==> src/rtl/mult_serial_mac.sv <==
// Sequential radix-4 shift-add multiply-accumulate with valid/ready operand and result handshakes.
// Optional build macro: SIGNED_MULT_EN (two's complement operands, top multiplier pair weighted -2/+1).
module mult_serial_mac #(
  parameter int N     = 8,
  parameter int M     = 8,
  parameter int ACC_W = N + M + 4
) (
  input  logic               clk,
  input  logic               rst,
  input  logic               in_valid,
  output logic               in_ready,
  input  logic [N-1:0]       A,
  input  logic [M-1:0]       X,
  input  logic               acc_clr,
  output logic               out_valid,
  input  logic               out_ready,
  output logic [N+M-1:0]     AX,
  output logic [ACC_W-1:0]   ACC
);

  typedef enum logic [1:0] {
    IDLE = 2'd0,
    MULT = 2'd1,
    FIN  = 2'd2,
    DONE = 2'd3
  } state_t;

  localparam int CNT_W = (M > 2) ? $clog2(M / 2) : 1;
  localparam logic [CNT_W-1:0] CNT_LAST = CNT_W'(M / 2 - 1);

  state_t            state_r;
  state_t            state_nx_s;
  logic [N-1:0]      a_r;
  logic [M-1:0]      x_r;
  logic              clr_r;
  logic [CNT_W-1:0]  cnt_r;
  logic [N+M-1:0]    p_r;
  logic [N+M-1:0]    p_next_s;
  logic              in_ready_r;
  logic              out_valid_r;
  logic [N+M-1:0]    ax_r;
  logic [ACC_W-1:0]  acc_r;
  logic              last_s;
  logic [2:0]        dig_s;
  logic [N+1:0]      a_ext_s;
  logic [N+1:0]      hi_s;
  logic [N+1:0]      sum_s;
  logic [ACC_W-1:0]  p_ext_s;

  // Radix-4 digit multiple of A; digits 3'b110/3'b111 (-2/-1) only occur for a signed top pair.
  function automatic logic [N+1:0] digit_multiple(input logic [N+1:0] a_ext, input logic [2:0] dig);
    logic [N+1:0] res;
    case (dig)
      3'b000:  res = {(N+2){1'b0}};
      3'b001:  res = a_ext;
      3'b010:  res = a_ext << 1;
      3'b011:  res = a_ext + (a_ext << 1);
      3'b110:  res = {(N+2){1'b0}} - (a_ext << 1);
      3'b111:  res = {(N+2){1'b0}} - a_ext;
      default: res = {(N+2){1'b0}};
    endcase
    return res;
  endfunction

  assign in_ready  = in_ready_r;
  assign out_valid = out_valid_r;
  assign AX        = ax_r;
  assign ACC       = acc_r;
  assign last_s    = (cnt_r == CNT_LAST);

  // Step adder: only the top N bits of P meet the new digit product; lower bits just shift down.
  always_comb begin
    dig_s = {1'b0, x_r[1:0]};
`ifdef SIGNED_MULT_EN
    a_ext_s = {{2{a_r[N-1]}}, a_r};
    hi_s    = {{2{p_r[N+M-1]}}, p_r[N+M-1:M]};
    if (last_s) begin
      dig_s = {x_r[1], x_r[1:0]};
    end else begin
      dig_s = {1'b0, x_r[1:0]};
    end
`else
    a_ext_s = {2'b00, a_r};
    hi_s    = {2'b00, p_r[N+M-1:M]};
`endif
    sum_s = hi_s + digit_multiple(a_ext_s, dig_s);
  end

  if (M > 2) begin : g_shift
    assign p_next_s = {sum_s, p_r[M-1:2]};
  end else begin : g_single
    assign p_next_s = sum_s;
  end

`ifdef SIGNED_MULT_EN
  assign p_ext_s = ACC_W'($signed(p_r));
`else
  assign p_ext_s = ACC_W'(p_r);
`endif

  // State register.
  always_ff @(posedge clk) begin
    if (rst) begin
      state_r <= IDLE;
    end else begin
      state_r <= state_nx_s;
    end
  end

  // Next-state logic.
  always_comb begin
    state_nx_s = state_r;
    case (state_r)
      IDLE: begin
        if (in_valid) begin
          state_nx_s = MULT;
        end else begin
          state_nx_s = IDLE;
        end
      end
      MULT: begin
        if (last_s) begin
          state_nx_s = FIN;
        end else begin
          state_nx_s = MULT;
        end
      end
      FIN:  state_nx_s = DONE;
      DONE: begin
        if (out_ready) begin
          state_nx_s = IDLE;
        end else begin
          state_nx_s = DONE;
        end
      end
      default: state_nx_s = IDLE;
    endcase
  end

  // Operand capture, shift-add steps and result/handshake registers.
  always_ff @(posedge clk) begin
    if (rst) begin
      a_r         <= {N{1'b0}};
      x_r         <= {M{1'b0}};
      clr_r       <= 1'b0;
      cnt_r       <= {CNT_W{1'b0}};
      p_r         <= {(N+M){1'b0}};
      in_ready_r  <= 1'b1;
      out_valid_r <= 1'b0;
      ax_r        <= {(N+M){1'b0}};
      acc_r       <= {ACC_W{1'b0}};
    end else begin
      case (state_r)
        IDLE: begin
          if (in_valid) begin
            a_r        <= A;
            x_r        <= X;
            clr_r      <= acc_clr;
            cnt_r      <= {CNT_W{1'b0}};
            p_r        <= {(N+M){1'b0}};
            in_ready_r <= 1'b0;
          end
        end
        MULT: begin
          p_r   <= p_next_s;
          x_r   <= x_r >> 2;
          cnt_r <= cnt_r + CNT_W'(1);
        end
        FIN: begin
          ax_r        <= p_r;
          acc_r       <= clr_r ? p_ext_s : (acc_r + p_ext_s);
          out_valid_r <= 1'b1;
        end
        DONE: begin
          if (out_ready) begin
            out_valid_r <= 1'b0;
            in_ready_r  <= 1'b1;
          end
        end
        default: begin
          in_ready_r  <= 1'b1;
          out_valid_r <= 1'b0;
        end
      endcase
    end
  end

endmodule

==> config.mk <==
export PLATFORM = sky130hd
export DESIGN_NAME = mult_serial_mac
export DESIGN_NICKNAME = d
export VERILOG_FILES = /design/src/rtl/mult_serial_mac.sv
export SDC_FILE = /design/constraint.sdc
export NUM_CORES = 1
export LEC_CHECK = 0
export ABC_AREA = 1
export CORE_MARGIN = 1
export CORE_UTILIZATION = 32
export CTS_CLUSTER_DIAMETER = 120
export CTS_CLUSTER_SIZE = 24
export DETAILED_ROUTE_END_ITERATION = 7
export HOLD_SLACK_MARGIN = 0.08
export PLACE_DENSITY = 0.5
export SETUP_SLACK_MARGIN = 0.05
export SLEW_MARGIN = 5
export SYNTH_ARGS = -nofsm -noshare
export SYNTH_HDL_FRONTEND = slang
export SYNTH_SLANG_ARGS = --single-unit
==> constraint.sdc <==
create_clock -name clk -period 2.61 [get_ports clk]
set_input_delay 0.783 -clock clk [delete_from_list [all_inputs] [get_ports clk]]
set_output_delay 0.783 -clock clk [all_outputs]
set_load 0.02 [all_outputs]
==> flow_summary.ini, run 1 <==
[placed_design]
placed_cells_incl_taps = 896
detailedPlacementHpwl_mm = 9.09
dp_slack_ps = -111
finalWeightedCongestion = 0.896
io_buffer_count = 58
placed_cell_area_mm2 = 0.00539

[yosys]
synth_xor_xnor_area_share_pct = 1.16
post_synth.cell_area_avg_um2 = 6.89
combinational_family_with_the_most_area_after_synthesis = simple AND/OR/NAND/NOR gates
synth_simple_gate_area_share_pct = 25.8
ys_types = 38
number_of_warning_messages_in_the_yosys_log = 0
syn_nets = 717
seq_cells_post_synth = 75
yosys.area_share.adder_pct = 10.4
post_synth_inst_count = 660
syn_area_mm2 = 0.00455
proportion_of_synthesized_chip_area_in_sequential_cells_pct = 33.0
post_synth_mux_area_share_pct = 0
synth-compound-area-share_pct = 22.0

[clock_network]
post_cts_hold_buffer_count = 0
htree_levels = 3
cts_tree = yes
cts.reportedPaths.clkPinSlew_ps = 60
clkSinkCount = 75
root_buffer = clkbuf_16
cts-buffers-inserted = 9
cts.path.max_buffers = 2
insertion_delay_to_the_later_sink_of_the_worst_skew_pair_ps = 340

[route]
route.vias.total = 4492
routed_wl_per_cell_um = 13.7
route.antenna.remaining_nets = 0
drtIter0Drc = 187
detail_route.drc_violations = 0
detail_route.wirelength_mm = 12.6
post_drt_via_cell_ratio = 4.87
drt_pre_antenna_iters = 4

[setup_path]
worstSetupPathType = flop to flop
worst-endpoint-arrival_ps = 2850
worstPathRequired_ps = 2890
worst_r2r_startpoint = a_r[3]
worst_setup_path_end_kind = flop
cp_max_fo = 5
critical_path.n_buffers_inverters = 3
critPathTopFamily = adder cells
critical_path.startpoint_type = flop
crit_path_cell_trace = ha_4 > nand2_2 > nand3_2 > and2_4 > a21oi_2 > xor2_1 > o211ai_1 > ha_1 > buf_4 > buf_4 > nand2_2 > inv_1 > nand2_1 > nand2_1 > a21oi_2 > a21o_1 > nand3_1 > a21oi_1
slowest_stage = dfxtp_4
reg2reg_setup_slack_ps = 40
crit_path_max_incr_delay_ps = 360
critical_path_launch_point = a_r[3]

[power_and_ir_drop]
p_total_mw = 2.79
power-per-cell-area_mw_per_mm2 = 472
ir_worst_vdd_v = 0.000258
static-leakage-power_nw = 2.45

[final_layout]
instances_no_fill = 922
fin_nets = 794
fill_cells = 1458
layout.area.seq_mm2 = 0.00152
layout-drive-gt1-share_pct = 15.0
antenna-diode-count = 0
final_design_area_no_fill_mm2 = 0.00591
multi_input_gate_area_mm2 = 0.00287
synthToLayoutAreaGrowth_pct = 30.0
postLayoutCoreUtil_pct = 42.6

[global_route]
antenna_found_initial = 0
grt_max_degree = 39
globalRouteTotalUtil_pct = 17.6
grt_pass1_vias = 4121
global_route_wire_length_before_repair_mm = 20.3
global_route.overflow_total = 0

[run_status]
status = complete, no violations

[timing]
timing.final.hold_violations = 0
slew_headroom_pct = 60.6
finalSetupViolations = 0
fin_tns_setup_ps = 0
timing.clock.skew_ps = 6.76
max_freq_ghz = 0.389
rsz0062_at_grt = true
final.hold.worst_slack_ps = 461
slew_viol_final = 0
final.period_utilization_pct = 98.6
setup_ws_ps = 36.4
clock_period_minus_worst_slack_ps = 2570
max_slew.worst_pin.slew_ps = 591

[floorplanning]
horizontal_die_dimension_um = 121
die_footprint_mm2 = 0.0147
initial_utilization_pct = 32.7
core_area_mm2 = 0.0139
ioPinCount = 59
die_height_um = 121
fp-row-count = 43

[hold_path]
hp-start = x_r[7]
hold_path_class = flop to flop

[flow_run]
max_cap_viol_count = 0
==> state kept, by name (all words and copies together) (netlist names), 2 cells and up <==
signal,count
a_r,8
AX,16
cnt_r,2
ACC,20
p_r,16
state_r,2
x_r,8
==> what timing repair did <==
item | 4_1_cts | 5_1_grt
resized for setup | 21 | 25
pin swaps | 8 | 23
gates cloned | 0 | 0
endpoints found under the setup margin | 4 | 5
buffers inserted | 2 | 8
==> report_power, final <==
group          internal [mW]  switching, mW
Combinational          0.187          0.241
Clock                  0.639          0.497
Sequential              1.18         0.0435
Total                   2.01          0.781
==> cell families (layout without fill, tap and decap cells) <==
family                     Yosys count  after routing
AOI/OAI and AO/OA                  187            187
adders and majority gates           36             36
xor gates and xnor gates             6              6
buffers and inverters               82            164
and+or+nand+nor                    274            274
DFF                                 75             75
==> path summary, 6_finish.rpt <==
kind                            endpoint  depth (start not counted)
worst min register to register    x_r[7]                          2
worst max register to register   p_r[14]                         18
worst min-delay path              x_r[7]                          2
worst max-delay path             p_r[14]                         18
==> per-layer routing <==
layer  vias up  global-route usage, %  wire length, um
met4         0                   6.25              189
li1       2363                      -                -
met2        85                   26.9             5520
met5         -                      0                0
met1      2031                   24.9             6460
met3        13                   2.68              464
==> worst reg2reg max path: stages, from the launching register on <==
cell and delay, ps:
dfxtp_4 360, ha_4 270, nand2_2 80, nand3_2 90
and2_4 150, a21oi_2 130, xor2_1 150, o211ai_1 100
ha_1 320, buf_4 140, buf_4 130, nand2_2 50
inv_1 40, nand2_1 50, nand2_1 60, a21oi_2 120
a21o_1 90, nand3_1 70, a21oi_1 120
==> Yosys cell counts, drive strengths merged <==
cell type / number / area (um2)
a31oi: 8 / 50.1
nand4: 2 / 12.5
and2: 2 / 12.5
o21bai: 1 / 7.51
nand2: 166 / 643
nand3: 40 / 225
o221ai: 1 / 8.76
or2: 3 / 18.8
and3: 1 / 6.26
inv: 59 / 221
o31ai: 1 / 7.51
clkbuf: 15 / 66.3
nand3b: 2 / 15.0
o311ai: 1 / 8.76
dfxtp: 75 / 1500
ha: 33 / 413
o21ai: 58 / 294
fa: 3 / 60.1
nor2: 58 / 238
a21boi: 1 / 7.51
buf: 8 / 57.6
a21o: 4 / 30.0
xnor2: 1 / 8.76
a21oi: 107 / 551
xor2: 5 / 43.8
o211ai: 5 / 37.5
==> cell type report <==
cell class / instances / share of cell area, %
clock buffer: 11 / 3.94
tap: 180 / 3.81
inverter: 59 / 3.75
multi-input combinational: 503 / 48.5
sequential: 75 / 25.6
timing repair buffer: 89 / 13.9
clock inverter: 5 / 0.508
==> layout by cell type (no fill, tap or decap), types with 3 or more instances in the layout <==
cell	netlist	routed
o211ai_1	5	5
nand2_2	8	11
nand3_2	5	11
ha_4	0	5
dfxtp_1	75	70
clkinv_2	0	3
nor2_1	54	52
nand3_1	35	29
dfxtp_4	0	3
o21ai_1	13	13
clkbuf_16	0	9
o21ai_2	1	3
inv_1	53	52
ha_1	33	26
a21oi_1	103	96
inv_2	6	7
a21o_1	4	4
clkdlybuf4s50_1	0	58
a31oi_1	8	8
o21ai_0	44	42
nor2_2	2	4
a21oi_2	4	11
nand2_1	158	155
xor2_1	5	5
buf_4	2	29
Note: power is estimated with default switching activity, not from simulation.
==> run 2: changes to the inputs <==
- GPL_TIMING_DRIVEN: unset -> 0
==> flow_summary.ini, run 2 (synthesis results as in run 1) <==
[hold_path]
hold_path_class = flop to flop

[global_route]
antenna_found_initial = 0
grt_pass1_vias = 4227
grt_max_degree = 16
globalRouteMet2Util_pct = 28.4
global_route_wire_length_before_repair_mm = 22.0
grt_most_used_layer = met1
global_route.usage.met1_pct = 29.1
globalRouteTotalUtil_pct = 19.4
met3_usage_pct = 2.58
global_route.overflow_total = 0

[power_and_ir_drop]
power-per-cell-area_mw_per_mm2 = 499
ir_worst_vdd_v = 0.000310
static-leakage-power_nw = 2.43

[setup_path]
cp_max_fo = 4
crit_path_cell_trace = ha_4 > nand2_1 > nand3_2 > and2_4 > a21oi_2 > xor2_1 > o211ai_1 > ha_1 > nand2_1 > nor2_1 > nand2_1 > o211ai_1 > buf_4 > or2_2 > nand3_1 > a21oi_2
critical_path.startpoint_type = flop
worst_setup_path_end_kind = flop
worst-endpoint-arrival_ps = 2890
worst_path_most_repeated_cell = nand2_1
crit_path_max_incr_delay_ps = 370
worst_r2r_startpoint = a_r[3]
r2r-end = p_r[13]
worstPathRequired_ps = 2820
reg2reg_setup_slack_ps = -70
worst-r2r-cell-count = 16
slowest_stage = dfxtp_4
endpoint = p_r[13]
worstSetupPathType = flop to flop
critical_path_launch_point = a_r[3]

[route]
drtIter0Drc = 323
detail_route.drc_violations = 0
detail_route.wirelength_mm = 13.7
route.vias.total = 4672
post_drt_via_cell_ratio = 5.04
route.antenna.remaining_nets = 0
routed_wl_per_cell_um = 14.8
drt_pre_antenna_iters = 5

[timing]
timing.clock.skew_ps = 7.61
finalSetupViolations = 2
final.hold.worst_slack_ps = 459
max_slew.worst_pin.slew_ps = 732
setup_ws_ps = -74.9
clock_period_minus_worst_slack_ps = 2680
slew_viol_final = 0
max_freq_ghz = 0.372
rsz0062_at_grt = true
timing.final.hold_violations = 0
slew_headroom_pct = 51.2
final.period_utilization_pct = 103

[clock_network]
cts_tree = yes
cts.reportedPaths.clkPinSlew_ps = 60
htree_levels = 3
clkSinkCount = 75
root_buffer = clkbuf_16
insertion_delay_to_the_later_sink_of_the_worst_skew_pair_ps = 340
cts-buffers-inserted = 9
post_cts_hold_buffer_count = 0
cts.path.max_buffers = 2

[final_layout]
layout-drive-gt1-share_pct = 13.3
antenna-diode-count = 0
mostFrequentLayoutCell = nand2_1
most-common-layout-cells = nand2_1, a21oi_1, dfxtp_1
postLayoutCoreUtil_pct = 42.6
fin_nets = 799
fill_cells = 1446
synthToLayoutAreaGrowth_pct = 30.0
largest_reg_flops = 20
instances_no_fill = 927

[placed_design]
finalWeightedCongestion = 0.852
io_buffer_count = 57
placed_cells_incl_taps = 897
detailedPlacementHpwl_mm = 10.5

[floorplanning]
core_area_mm2 = 0.0139
horizontal_die_dimension_um = 121
ioPinCount = 59
fp-row-count = 43
initial_utilization_pct = 32.7
die_height_um = 121
die_footprint_mm2 = 0.0147

[flow_run]
max_cap_viol_count = 0

[run_status]
failed_checks = negative setup slack
status = finished, violations left
## run 2: worst min-delay path by stage
stage	endpoint	start	cells after the start	slack, ps
after global routing	cnt_r[0]	cnt_r[0]	1	490
after floorplan	cnt_r[0]	cnt_r[0]	1	430
after detailed placement	AX[4]	AX[4]	2	460
after CTS	x_r[6]	x_r[6]	2	470
after global placement	in_ready	in_ready	2	450
final	x_r[6]	x_r[6]	2	460
## run 2: timing repair
action,CTS,global route
endpoints found under the setup margin,4,5
resized for setup,19,19
endpoints found under the hold margin,0,0
cloned,0,0
pin swaps,11,14
buffers inserted,4,10
## run 2: worst max-delay path, delay by kind of cell, from the launching register on
family,cells,cell delay [ps]
AO/OA/AOI/OAI,4,420
XOR/XNOR,1,160
adder cells (fa/ha/maj),2,590
buffers and inverters,1,150
flip-flops,1,370
AND/OR/NAND/NOR,8,860
## run 2: layer usage
layer / wire (um) / share of wire (%)
met4: 204 / 1.5
met3: 567 / 4.1
met2: 5910 / 43
met5: 0 / 0
met1: 7060 / 51
## run 2: final cells by class
class	instances	area (um2)	share of cell area (%)
plain buffers	23	124	2.10
multi-input cells	503	2830	47.8
inverters	59	221	3.75
flip-flops and latches	75	1520	25.7
well taps	180	225	3.81
clock buffers	9	225	3.81
clock inverters	7	82.6	1.40
repair buffers	71	687	11.6
## run 2: stage by stage
stage | power, mW | TNS [ps] | setup slack, ps | area, um2
after CTS | 2.94 | -179 | -86.6 | 5740
after global placement | 1.60 | -761 | -305 | 5340
final | 2.95 | -120 | -74.9 | 5910
after floorplan | 1.48 | 0 | 53.3 | 4550
after global routing | 3.09 | -733 | -273 | 5910
after detailed placement | 1.60 | -776 | -308 | 5340
## run 2: power breakdown
part           internal [mW]  switching, mW
combinational          0.176          0.241
sequential              1.18         0.0438
clock                  0.756          0.548
total                   2.11          0.833
==> run 3: changes to the inputs <==
- CORE_ASPECT_RATIO: unset -> 0.8
==> flow_summary.ini, run 3 (synthesis results as in run 1) <==
[route]
routed_wl_per_cell_um = 15.2
route.vias.total = 4743
detail_route.wirelength_mm = 14.1
detail_route.drc_violations = 0
post_drt_via_cell_ratio = 5.13
route.antenna.remaining_nets = 0
drtIter0Drc = 327
drt_pre_antenna_iters = 5

[floorplanning]
core_area_mm2 = 0.0137
ioPinCount = 59
fp-row-count = 38
horizontal_die_dimension_um = 135
die_height_um = 109
die_footprint_mm2 = 0.0147
initial_utilization_pct = 33.2

[final_layout]
mostFrequentLayoutCell = nand2_1
synthToLayoutAreaGrowth_pct = 31.0
fin_nets = 797
multi_input_gate_area_mm2 = 0.00288
fill_cells = 1414
instances_no_fill = 925
largest_reg_flops = 20
layout-drive-gt1-share_pct = 14.2
layout.area.seq_mm2 = 0.00152
antenna-diode-count = 0
most-common-layout-cells = nand2_1, a21oi_1, dfxtp_1

[clock_network]
insertion_delay_to_the_later_sink_of_the_worst_skew_pair_ps = 340
root_buffer = clkbuf_16
cts-buffers-inserted = 9
clkSinkCount = 75
cts.path.max_buffers = 2
cts_tree = yes
cts.reportedPaths.clkPinSlew_ps = 70
post_cts_hold_buffer_count = 0
htree_levels = 3

[setup_path]
cp_max_fo = 3
crit_path_cell_trace = ha_4 > nand2_2 > nand3_2 > and2_4 > a21oi_2 > xor2_1 > o211ai_1 > ha_1 > buf_4 > a21oi_2 > o211ai_1 > or2_2 > nand3_1 > a21oi_1
worst-endpoint-arrival_ps = 2860
worstSetupPathType = flop to flop
critical_path.n_buffers_inverters = 1
crit_path_max_incr_delay_ps = 370
critPathTopFamily = simple AND/OR/NAND/NOR gates
critical_path.startpoint_type = flop
slowest_stage = dfxtp_4
worst_setup_path_end_kind = flop
worstPathRequired_ps = 2800

[power_and_ir_drop]
relative_contribution_of_combinational_cells_to_total_power_pct = 14.2
seqPwrFrac_pct = 40.6
power-per-cell-area_mw_per_mm2 = 509
net-switching-power_mw = 0.824
ir_worst_vdd_v = 0.000300
swShare_pct = 27.2
static-leakage-power_nw = 2.44
cell_internal_pwr_mw = 2.20
p_clk_share_pct = 45.2

[placed_design]
io_buffer_count = 57
dp_slack_ps = -328
detailedPlacementHpwl_mm = 10.7
placed_cells_incl_taps = 897
finalWeightedCongestion = 0.893

[timing]
setup_ws_ps = -60.2
rsz0062_at_grt = true
timing.final.hold_violations = 0
slew_viol_final = 0
max_freq_ghz = 0.375
finalSetupViolations = 3
max_slew.worst_pin.slew_ps = 678
slew_headroom_pct = 54.8
final.period_utilization_pct = 102
clock_period_minus_worst_slack_ps = 2670
final.hold.worst_slack_ps = 462
timing.clock.skew_ps = 5.91

[global_route]
globalRouteTotalUtil_pct = 19.9
antenna_found_initial = 0
grt_pass1_vias = 4322
global_route.overflow_total = 0
global_route_wire_length_before_repair_mm = 22.4
grt_max_degree = 15

[flow_run]
max_cap_viol_count = 0

[run_status]
failed_checks = negative setup slack
status = finished, violations left

[hold_path]
hold_path_class = flop to flop
==> run 3: final timing paths <==
kind          start       to  slack, ps  depth (start not counted)
min          x_r[6]   x_r[6]        460                          2
max          a_r[3]  p_r[13]        -60                         14
max reg2reg  a_r[3]  p_r[13]        -60                         14
min reg2reg  x_r[6]   x_r[6]        460                          2
==> run 3: cell type report <==
cell class                      instances  area share (%)
Clock inverter                          7            1.66
Sequential cell                        75            25.5
Inverter                               59            3.72
Multi-Input combinational cell        503            48.3
Clock buffer                            9            3.78
Buffer                                 23            2.08
Timing Repair Buffer                   69            11.2
Tap cell                              180            3.78
==> run 3: worst min-delay path, delay by kind of cell, from the launching register on <==
kind / cells / cell delay, ps
AOI/OAI and AO/OA: 1 / 50
DFF: 1 / 310
and+or+nand+nor: 1 / 60
==> run 3: power groups by stage <==
stage                     sequential (mW)  combinational (mW)  clock, mW
after floorplan                      1.24               0.239          0
after global placement               1.25               0.348          0
after detailed placement             1.25               0.354          0
after CTS                            1.23               0.406       1.39
after global routing                 1.24               0.471       1.45
final                                1.23               0.429       1.37
==> run 3: repair_timing <==
item                       4_1_cts  5_1_grt
setup endpoints to repair        5        6
pin swaps                       22       23
cloned                           0        0
resized for setup               34       13
buffers inserted                11        1
==> run 3: stage by stage <==
stage / total power [mW] / utilization [%] / instance area, um2 / setup TNS [ps]
finish: 3.03 / 43.5 / 5950 / -150
global route: 3.16 / 43.5 / 5950 / -552
CTS: 3.02 / 43.1 / 5900 / -152
detailed placement: 1.60 / 39.0 / 5340 / -985
global placement: 1.60 / 39.0 / 5340 / -887
floorplan: 1.48 / - / 4550 / 0
==> run 3: routing by layer <==
metal | vias up | global-route usage (%) | wire length [um]
met5 | - | 0 | 0
met3 | 18 | 3.80 | 699
met2 | 142 | 27.5 | 5690
met4 | 0 | 6.10 | 206
met1 | 2210 | 30.3 | 7490
li1 | 2373 | - | -
